==> config.mk <==
export PLATFORM = sky130hd
export DESIGN_NAME = udp_csum_check
export DESIGN_NICKNAME = d
export VERILOG_FILES = /design/src/rtl/udp_csum_pkg.sv /design/src/rtl/csum_add16.sv /design/src/rtl/udp_csum_check.sv
export SDC_FILE = /design/constraint.sdc
export NUM_CORES = 1
export LEC_CHECK = 0
export ABC_AREA = 1
export CAP_MARGIN = 20
export CORE_MARGIN = 5
export CORE_UTILIZATION = 30
export DETAILED_ROUTE_END_ITERATION = 12
export GPL_ROUTABILITY_DRIVEN = 0
export GPL_TIMING_DRIVEN = 1
export HOLD_SLACK_MARGIN = 0.12
export PLACE_DENSITY_LB_ADDON = 0.25
export SKIP_CTS_REPAIR_TIMING = 1
export SLEW_MARGIN = 20
export SYNTH_ARGS = -nofsm -noshare
export SYNTH_HDL_FRONTEND = slang
export SYNTH_SLANG_ARGS = --single-unit
export TNS_END_PERCENT = 1
==> constraint.sdc <==
create_clock -name sys_clk -period 3.2 [get_ports sys_clk]
set_input_delay 0.64 -clock sys_clk [delete_from_list [all_inputs] [get_ports sys_clk]]
set_output_delay 0.64 -clock sys_clk [all_outputs]
set_load 0.02 [all_outputs]
==> src/rtl/udp_csum_pkg.sv <==
// Shared types and constants for the UDP/IPv4 receive checksum checker.
package udp_csum_pkg;

  localparam int CSUM_W = 16;

  // Folded ones-complement sum of a packet whose checksum field is correct.
  localparam logic [CSUM_W-1:0] CSUM_OK = 16'hFFFF;

  // ACC_HI/ACC_LO alternate over the byte pairs, FOLD1/FOLD2 absorb the
  // residual carry, RESULT holds the verdict until it is consumed.
  typedef enum logic [2:0] {
    ACC_HI = 3'd0,
    ACC_LO = 3'd1,
    FOLD1  = 3'd2,
    FOLD2  = 3'd3,
    RESULT = 3'd4
  } state_t;

endpackage

==> src/rtl/csum_add16.sv <==
// Combinational 16-bit adder with carry-in/carry-out, built from four
// chained 4-bit lookahead-carry slices (same slice as the TX generator).
module csum_add16
  import udp_csum_pkg::*;
(
  input  logic [CSUM_W-1:0] a,
  input  logic [CSUM_W-1:0] b,
  input  logic              cin,
  output logic [CSUM_W-1:0] sum,
  output logic              cout
);

  // Carry into each slice; c[4] is the final carry-out.
  logic [4:0] c;

  assign c[0] = cin;

  for (genvar i = 0; i < 4; i++) begin : g_slice
    logic [3:0] g;
    logic [3:0] p;
    logic [4:0] cc;

    assign g     = a[4*i +: 4] & b[4*i +: 4];
    assign p     = a[4*i +: 4] ^ b[4*i +: 4];
    assign cc[0] = c[i];
    assign cc[1] = g[0] | (p[0] & cc[0]);
    assign cc[2] = g[1] | (p[1] & g[0]) | (p[1] & p[0] & cc[0]);
    assign cc[3] = g[2] | (p[2] & g[1]) | (p[2] & p[1] & g[0]) |
                   (p[2] & p[1] & p[0] & cc[0]);
    assign cc[4] = g[3] | (p[3] & g[2]) | (p[3] & p[2] & g[1]) |
                   (p[3] & p[2] & p[1] & g[0]) | ((&p) & cc[0]);
    assign sum[4*i +: 4] = p ^ cc[3:0];
    assign c[i+1]        = cc[4];
  end

  assign cout = c[4];

endmodule

==> src/rtl/udp_csum_check.sv <==
// Receive-side UDP/IPv4 checksum verifier. Pairs incoming bytes into
// big-endian words, accumulates a ones-complement sum on top of the
// pseudo-header seed, folds the residual carry and presents a held result.
// Optional build macro UDP_CSUM_ERRCNT_EN adds a saturating count of failed
// results on csum_err_cnt.
//
// Handshakes: a transfer happens on a rising edge where valid and ready are
// both high. s_axis_tvalid/tdata/tlast are owned by the sender and may stall
// freely; chk_valid/chk_sum/chk_ok are held unchanged until chk_ready.
module udp_csum_check
  import udp_csum_pkg::*;
(
  input  logic              sys_clk,
  input  logic              sys_rst,
  input  logic [CSUM_W-1:0] csum_seed,
  input  logic [7:0]        s_axis_tdata,
  input  logic              s_axis_tvalid,
  input  logic              s_axis_tlast,
  output logic              s_axis_tready,
  output logic              chk_valid,
  input  logic              chk_ready,
  output logic              chk_ok,
  output logic [CSUM_W-1:0] chk_sum,
  output state_t            dbg_state
`ifdef UDP_CSUM_ERRCNT_EN
  ,
  output logic [15:0]       csum_err_cnt
`endif
);

  state_t            state, state_nxt;
  logic [CSUM_W-1:0] acc, acc_nxt;
  logic              carry, carry_nxt;
  logic [7:0]        hi, hi_nxt;
  logic              first, first_nxt;

  logic [CSUM_W-1:0] add_a, add_b, add_sum;
  logic              add_cin, add_cout;
  logic [CSUM_W-1:0] base_acc;
  logic              base_carry;

  // Single shared adder; the operand mux in the FSM picks word or zero.
  csum_add16 u_add (
    .a    (add_a),
    .b    (add_b),
    .cin  (add_cin),
    .sum  (add_sum),
    .cout (add_cout)
  );

  // State and datapath registers; reset discards any partial sum.
  always_ff @(posedge sys_clk) begin
    if (sys_rst) begin
      state <= ACC_HI;
      acc   <= '0;
      carry <= 1'b0;
      hi    <= '0;
      first <= 1'b1;
    end else begin
      state <= state_nxt;
      acc   <= acc_nxt;
      carry <= carry_nxt;
      hi    <= hi_nxt;
      first <= first_nxt;
    end
  end

  // Next-state, operand selection and input ready.
  always_comb begin
    state_nxt     = state;
    acc_nxt       = acc;
    carry_nxt     = carry;
    hi_nxt        = hi;
    first_nxt     = first;
    s_axis_tready = 1'b0;
    add_a         = acc;
    add_b         = '0;
    add_cin       = carry;
    // The first beat of a packet starts from the seed instead of acc.
    base_acc      = first ? csum_seed : acc;
    base_carry    = first ? 1'b0 : carry;

    case (state)
      ACC_HI: begin
        s_axis_tready = 1'b1;
        add_a         = base_acc;
        add_cin       = base_carry;
        add_b         = {s_axis_tdata, 8'h00};
        if (s_axis_tvalid) begin
          hi_nxt    = s_axis_tdata;
          first_nxt = 1'b0;
          if (s_axis_tlast) begin
            // Odd length: the lone high byte is summed with a zero pad.
            acc_nxt   = add_sum;
            carry_nxt = add_cout;
            state_nxt = FOLD1;
          end else begin
            acc_nxt   = base_acc;
            carry_nxt = base_carry;
            state_nxt = ACC_LO;
          end
        end
      end
      ACC_LO: begin
        s_axis_tready = 1'b1;
        add_b         = {hi, s_axis_tdata};
        if (s_axis_tvalid) begin
          acc_nxt   = add_sum;
          carry_nxt = add_cout;
          state_nxt = s_axis_tlast ? FOLD1 : ACC_HI;
        end
      end
      FOLD1: begin
        acc_nxt   = add_sum;
        carry_nxt = add_cout;
        state_nxt = FOLD2;
      end
      FOLD2: begin
        // Second fold covers FFFF + 1, which carries out once more.
        acc_nxt   = add_sum;
        carry_nxt = add_cout;
        state_nxt = RESULT;
      end
      RESULT: begin
        if (chk_ready) begin
          state_nxt = ACC_HI;
          first_nxt = 1'b1;
        end
      end
      default: state_nxt = ACC_HI;
    endcase
  end

  assign chk_valid = (state == RESULT);
  assign chk_sum   = chk_valid ? acc : '0;
  assign chk_ok    = chk_valid && (acc == CSUM_OK);
  assign dbg_state = state;

`ifdef UDP_CSUM_ERRCNT_EN
  // Saturating count of failed results, bumped on each consumed failure.
  always_ff @(posedge sys_clk) begin
    if (sys_rst) begin
      csum_err_cnt <= '0;
    end else if (chk_valid && chk_ready && !chk_ok && (csum_err_cnt != 16'hFFFF)) begin
      csum_err_cnt <= csum_err_cnt + 16'd1;
    end
  end
`endif

endmodule

# Word level (Yosys, flattened, before mapping)
# Cells that the tools add are included.
# op_classes
n_eq_ne,8
n_mux,24
n_bitwise,112
n_reduce_logical,14
# op_table
op,n
$mux W16,6
$and A1 B1 Y1,60
$pmux W16 S3,1
$or A1 B1 Y1,40
$pmux W16 S2,1
$xor A4 B4 Y4,8
$and A4 B4 Y4,4
$eq A16 B16 Y1 const B,1
$reduce_and A4 Y1,4
$pmux W3 S5,1
$mux W3,3
$reduce_and A3 Y1,3
$mux W1,8
$eq A3 B2 Y1 const B,2
$mux W2,2
$ne A2 B2 Y1 const B,2
$reduce_or A2 Y1,2
$eq A3 B1 Y1 const B,1
$eq A3 B3 Y1 const B,1
$logic_not A3 Y1,1
$pmux W1 S3,1
$reduce_bool A3 Y1,1
$ne A2 B1 Y1 const B,1
$pmux W1 S2,1
other kinds (3),3
# word_totals
regBits,29
inputBits,29
out_inout_bits,22

# Depth between registers and ports, before layout
# depth
word_depth,18
depth_mapped,21
ltp_nobuf,20

# By module
# A second synthesis with hierarchy kept.
# unflattened
cells_unflattened,440
area_unflattened_um2,2703.8
# modules_own_cells
mod,n_inst,cells_per_inst,area_per_inst_um2
udp_csum_check,1,337,1988.2
csum_add16,1,103,715.7

# Worst setup path before layout
# No wires, ideal clock.
# synth_path
path_type,register to register
from,"register state[1], in the netlist dbg_state[1]"
to,register acc[13]
setup_time_ps,122
arrival_time_ps,2982
required_ps,3078
setup_slack_ps,97
path_stages_with_launch,16
n_path_buf,1
period_less_slack_ps,3103
path_cell_list,dfxtp_1 -> inv_1 -> nand2_1 -> clkbuf_1 -> inv_1 -> nand2_1 -> o21ai_0 -> ha_1 -> a21oi_1 -> o21bai_1 -> a21oi_1 -> nand2_4 -> fa_1 -> xor2_1 -> o21ai_0 -> a21oi_1
# synth_via
elab_chain_cells,18
# synth_rtl
item,line_no,text
from (decl),udp_csum_check.sv:31,"state_t state, state_nxt;"
from (signal assigned),udp_csum_check.sv:60,state <= state_nxt;
$eq A3 B1 Y1 / $logic_not A3 Y1 (equally long branches),udp_csum_check.sv:83,case (state)
$pmux W16 S2 / $mux W16 (equally long branches),udp_csum_check.sv:83,
$xor A4 B4 Y4 / $and A4 B4 Y4 (equally long branches),"csum_add16.sv:24, csum_add16.sv:23",
$and A1 B1 Y1 (on tied branches),"csum_add16.sv:30, csum_add16.sv:31",
"$or A1 B1 Y1, or another cell as far along",csum_add16.sv:30,assign cc[4] = g[3] | (p[3] & g[2]) | (p[3] & p[2] & g[1]) |
$or A1 B1 Y1 / $and A1 B1 Y1 (equally long branches),"csum_add16.sv:30, csum_add16.sv:31",
$or A1 B1 Y1,csum_add16.sv:30,
$or A1 B1 Y1,csum_add16.sv:31,(p[3] & p[2] & p[1] & g[0]) | ((&p) & cc[0]);
[2 not listed],--,
$and A1 B1 Y1,csum_add16.sv:31,
$or A1 B1 Y1,csum_add16.sv:31,
$and A1 B1 Y1,csum_add16.sv:26,assign cc[1] = g[0] | (p[0] & cc[0]);
$or A1 B1 Y1,csum_add16.sv:26,
$xor A4 B4 Y4,csum_add16.sv:32,assign sum[4*i +: 4] = p ^ cc[3:0];
$mux W16,udp_csum_check.sv:92,if (s_axis_tlast) begin
$mux W16,udp_csum_check.sv:89,if (s_axis_tvalid) begin
$pmux W16 S3,udp_csum_check.sv:83,
to (signal assigned),udp_csum_check.sv:61,acc <= acc_nxt;
to (decl),udp_csum_check.sv:32,"logic [CSUM_W-1:0] acc, acc_nxt;"
# Several ways; a longest one is shown, not always the timed one. The select of a mux whose other input is x is not followed.
# A chain may end at the register's enable or synchronous reset.

# Worst setup path in the final report
# Ends and elaborated chain as after synthesis.

==> flow_summary.toml <==
[global_routing]
grt_start_max_net_pins = 23
grt_pass1_wl_um = 13030
antenna_found_initial = 0
grt_usage = 0.1591
overflow = 0
first_global_vias = 2735

[layout]
syn2layout_area_growth_pct = 35.96
drive_gt1_frac = 0.1411
final_util = 0.4122
layout_commonest_cell = "nand2_1"
fin_nets = 545
diodes = 0
layout.cells.non_filler = 604
mostFrequentLayoutCells = "98 x nand2_1, 53 x o21ai_0, 52 x inv_1"

[timing]
setup_viol = 0
finalCritPeriodShare = 0.9527
rsz0062_at_grt = "false"
timing.clock.skew_ps = 4.808
report.final.slew_viol_count = 0
relSlewSlack = 0.6634
max_freq_mhz = 328.0
period_needed_ps = 3049
worstMarginPinSlew_ps = 499.7
hold_viol_final = 0

[min_path]
min_path_cells = 2
min_path_type = "flop to flop"

[yosys]
syn-num-nets = 467
synth_seq_area_share = 0.2239
synth.avg_cell_area_um2 = 6.202
synth_seq_cells = 29
yosysUniqueCellTypes = 38
yosys_warnings = 0
syn_inst = 418
synth_area_um2 = 2592

[floorplan]
fp.dieH_um = 103.0
num_rows = 34
dieArea_um2 = 10600
die_w_um = 103.0
initial_core_util = 0.3032
coreArea_um2 = 8551
pin_count = 51

[status]
outcome = "finished clean"

[run]
maxCapViolations = 0

[clock_network]
clk_path_buf_depth = 2
cts_root_buf = "clkbuf_8"
cts_buffers = 5
clock_sinks = 29
h-tree-depth = 2
clock_latency_ps = 290
cts_tree = "built"
clk_pin_slew_ps = 70

[power_and_ir_drop]
vdd_drop_max_mv = 0.2281
p_leak_nw = 1.617
power.density_nw_per_um2 = 437.4

[placement]
port-buffer-count = 50
dpl.cell_count = 594
place_hpwl_um = 6292

[critical_path]
crit_arrival_ps = 3220
cpLargestDelayFamily = "adder cells"
cpPeakStageDelay_ps = 430
crit_required_ps = 3370
path_depth = 18
path_cells = "nor2_4, nand2_4, clkinvlp_4, buf_4, nand2_1, o21ai_0, ha_1, a21o_1, nor2_1, nand2_2, nand2_2, nand2_4, nand2_2, nand2_4, fa_1, xor2_1, o21ai_0, a21oi_1"
critPathMaxFanout = 18
crit_path_start_kind = "flop"
critPathCaptureType = "flop"
worst_r2r_path_depth = 18
path_class = "flop to flop"
slowest_stage = "fa_1"
path_buf_inv = 2

[drt]
wirelength_um = 8386
ant_nets = 0
num_vias = 2928
via_per_inst = 4.848
firstDrtPassIters = 4
drc = 0
drt-initial-drc-count = 152
wl_per_cell_um = 13.88
layer usage:
| layer | GRT usage | share of wire |
|---|---|---|
| met1 | 0.1989 | 0.45 |
| met2 | 0.2679 | 0.46 |
| met5 | 0 | 0 |
| met4 | 0.05976 | 0.025 |
| met3 | 0.03383 | 0.062 |
synthesized netlist by cell type:
library cell,number,area share
nor2_2,1,0.0024
inv_2,5,0.0072
o21ai_0,55,0.11
xnor2_1,5,0.017
buf_2,3,0.0058
nand2_1,98,0.14
a21oi_2,1,0.0034
nor2_4,1,0.0043
dfxtp_1,29,0.22
buf_4,1,0.0029
clkinv_1,1,0.0014
nand2_2,6,0.014
a21o_1,2,0.0058
ha_1,16,0.077
buf_6,2,0.0087
o211ai_2,1,0.0048
o221ai_1,1,0.0034
nand3_1,17,0.033
xor2_1,1,0.0034
o21bai_1,2,0.0058
nand2_4,4,0.017
a211oi_1,6,0.017
a21oi_1,26,0.050
nor3_1,1,0.0019
o22ai_1,1,0.0024
fa_1,4,0.031
nor2_1,50,0.072
o211ai_1,4,0.012
clkbuf_1,11,0.016
nand4_1,4,0.0097
a221oi_1,1,0.0034
nor4_1,1,0.0024
nand3_2,1,0.0039
inv_1,52,0.075
o21ai_1,1,0.0019
a211oi_2,1,0.0048
inv_4,1,0.0024
nor4b_1,1,0.0034
per-stage QoR:
step / cell area, µm² / hold WS [ps] / power, mW / setup TNS [ps] / setup slack, ps
3_5_place_dp: 3405 / 459.6 / 1.212 / -319.9 / -124.2
2_1_floorplan: 2592 / 443.7 / 0.9426 / 0 / 96.62
6_report: 3525 / 468.2 / 1.541 / 0 / 151.3
3_3_place_gp: 3405 / 454.9 / 1.200 / -150.3 / -74.42
4_1_cts: 3491 / 469.7 / 1.534 / -229.6 / -135.3
5_1_grt: 3525 / 502.8 / 1.669 / 0 / 0.6855
cells by family after synthesis:
kind of cell	Yosys count	share of synthesized area
xor gates and xnor gates	6	0.02027
AOI/OAI and AO/OA	102	0.2210
DFF	29	0.2239
adders and majority gates	20	0.1081
and+or+nand+nor	185	0.3069
buffers and inverters	76	0.1197
worst reg2reg max path: stages (launching register included):
cell	delay (ps)
dfxtp_1	370
nor2_4	70
nand2_4	70
clkinvlp_4	280
buf_4	250
nand2_1	50
o21ai_0	90
ha_1	310
a21o_1	160
nor2_1	130
nand2_2	80
nand2_2	70
nand2_4	60
nand2_2	70
nand2_4	50
fa_1	430
xor2_1	150
o21ai_0	160
a21oi_1	80
layout make-up:
class | count | area [µm²]
Fill cell | 910 | 5026
Clock buffer | 7 | 86.33
Tap cell | 108 | 135.1
Inverter | 59 | 227.7
Multi-Input combinational cell | 314 | 1717
Sequential cell | 29 | 580.6
Timing Repair Buffer | 87 | 778.2
state kept, by name, summed over array words and instances, names as in the netlist:
signal and count:
first 1, carry 1, acc 16, hi 8, dbg_state 3
power breakdown:
group	internal [mW]	switching [mW]	total, mW
combinational	0.333	0.447	0.779
sequential	0.411	0.0337	0.445
clock	0.170	0.147	0.317
path summary, 6_finish.rpt:
| path | endpoint | from | slack (ps) |
|---|---|---|---|
| min | acc[14]$_SDFFE_PP0P_ | acc[14]$_SDFFE_PP0P_ | 470 |
| max reg2reg | acc[13]$_SDFFE_PP0P_ | dbg_state[1]$_SDFFE_PP0P_ | 150 |
| max | acc[13]$_SDFFE_PP0P_ | dbg_state[1]$_SDFFE_PP0P_ | 150 |
| min reg2reg | acc[14]$_SDFFE_PP0P_ | acc[14]$_SDFFE_PP0P_ | 470 |
Note: power is estimated with default switching activity, not from simulation.
==> edit (same flow settings) <==
Put one more register stage on the output `dbg_state`, without a reset. The value now appears one clock later. The other outputs are not delayed to match.
--- a/src/rtl/udp_csum_check.sv
+++ b/src/rtl/udp_csum_check.sv
@@ -134,7 +134,9 @@
   assign chk_valid = (state == RESULT);
   assign chk_sum   = chk_valid ? acc : '0;
   assign chk_ok    = chk_valid && (acc == CSUM_OK);
-  assign dbg_state = state;
+  always_ff @(posedge sys_clk) begin
+    dbg_state <= state;
+  end
 
 `ifdef UDP_CSUM_ERRCNT_EN
   // Saturating count of failed results, bumped on each consumed failure.
Formal check against the unedited RTL: not equivalent (a bounded check fails within 4 cycles, from zero or initial values and one cycle with sys_rst high).
==> edit against the original RTL <==
Global-route usage shrank 0.63 points; routed wire length down 2.3%; synthesized area rose by 2.3%; worst setup slack better by 0.055 ns; sequential cell count grew 3; clock power rose by 29%; total power grew 33%; fmax is 1.9% higher; sequential share of layout area grew 1.5 points; die area rose by 2.0%; design area grew 1.5%; first-iteration DRC count is 28% lower; worst hold slack got worse by 0.073 ns; critical path type is now primary input to register; critical endpoint is now acc[12]; largest cell class unchanged.
==> edit: results <==
place:
  place_ws_ns: -0.121
  hpwlAfterDp_mm: 6.17
  placed_cells: 598
  dpl-instance-area_um2: 3440
yosys:
  yosys_warnings: 0
  yosysUniqueCellTypes: 35
  synth-xor-area-share: 0.0198
  yosys.area_share.adder: 0.106
  synth_common_cells: "nand2_1, inv_1, o21ai_0"
  synth_nets: 476
  synth_area_leaders: "dfxtp_1, nand2_1, o21ai_0"
  ys_seq_area_frac: 0.242
  synth_compound_area_frac: 0.234
  syn_inst: 427
outcome:
  status: "finished, final reports clean"
grt:
  antenna_found_initial: 0
  grtUsageMet3: 0.0298
  first_global_vias: 2845
  gr-usage-met2: 0.255
  track_usage: 0.153
  grt_pass1_wl_mm: 13.6
  grt_start_max_net_pins: 26
  use_met1: 0.202
routing:
  first_iter_violations: 110
  drtAntennaViolNets: 0
  wl_per_cell_um: 13.5
  vias: 2892
finish:
  fin_cells: 606
  nNetsFinal: 546
  drive_gt1_frac: 0.116
timing:
  tightestPinTransition_ns: 0.713
  slew_violations: 0
  fin_worst_skew_ns: 0.00893
worst_setup_path:
  cp.arrival_ns: 3.22
  crit_fanout: 3
power:
  leakagePower_nw: 1.65
  ir_worst_vdd_uv: 178
clocking:
  clk_latency_ns: 0.29
## edit: changes by cell type after synthesis, sizes merged, moves of 5 or more
cell / change
inv: +10
o22ai: +10
nand2: -9
nor2: -9
a211oi: -7
a21oi: +5
o21ai: +5
## edit: final timing paths
check	slack [ns]	end	depth (start not counted)	start
setup / recovery	0.21	acc[12]	19	csum_seed[1]
setup reg to reg	0.29	acc[12]	14	state[2]
hold reg to reg	0.40	dbg_state[2]	0	state[2]
hold / removal	0.40	dbg_state[2]	0	state[2]
## edit: area by class of cell
| class | instances | area (µm²) |
|---|---|---|
| clock buffer | 5 | 68.8 |
| inverter | 71 | 269 |
| tap | 108 | 135 |
| fill | 961 | 5100 |
| multi-input combinational | 307 | 1690 |
| timing repair buffer | 80 | 729 |
| clock inverter | 3 | 42.5 |
| sequential | 32 | 642 |
## edit: per-layer routing
layer / vias up / routed length (µm) / part of all wire
met3: 6 / 381 / 0.046
met4: 0 / 109 / 0.013
met2: 61 / 3800 / 0.46
met5: - / 0 / 0
met1: 1313 / 3900 / 0.48
li1: 1512 / - / -
## edit: worst max-delay path, stage by stage
cell             delay [ns]
clkdlybuf4s50_1        0.40
nand2_1                0.06
o21ai_0                0.09
nand2_1                0.08
o21ai_0                0.09
ha_1                   0.35
nand2_2                0.10
a21oi_1                0.07
nor2_1                 0.13
nand2_2                0.07
nand2_1                0.07
nand2_2                0.06
nand2_1                0.08
nand2_2                0.07
fa_2                   0.56
o21ai_1                0.07
o22ai_1                0.12
nand2_1                0.07
inv_1                  0.07
## edit: power breakdown
part / internal, W / leakage (nW) / switching, W
Clock: 0.000231 / 0.0541 / 0.000178
Combinational: 0.000470 / 1.33 / 0.000650
Sequential: 0.000476 / 0.264 / 0.0000496
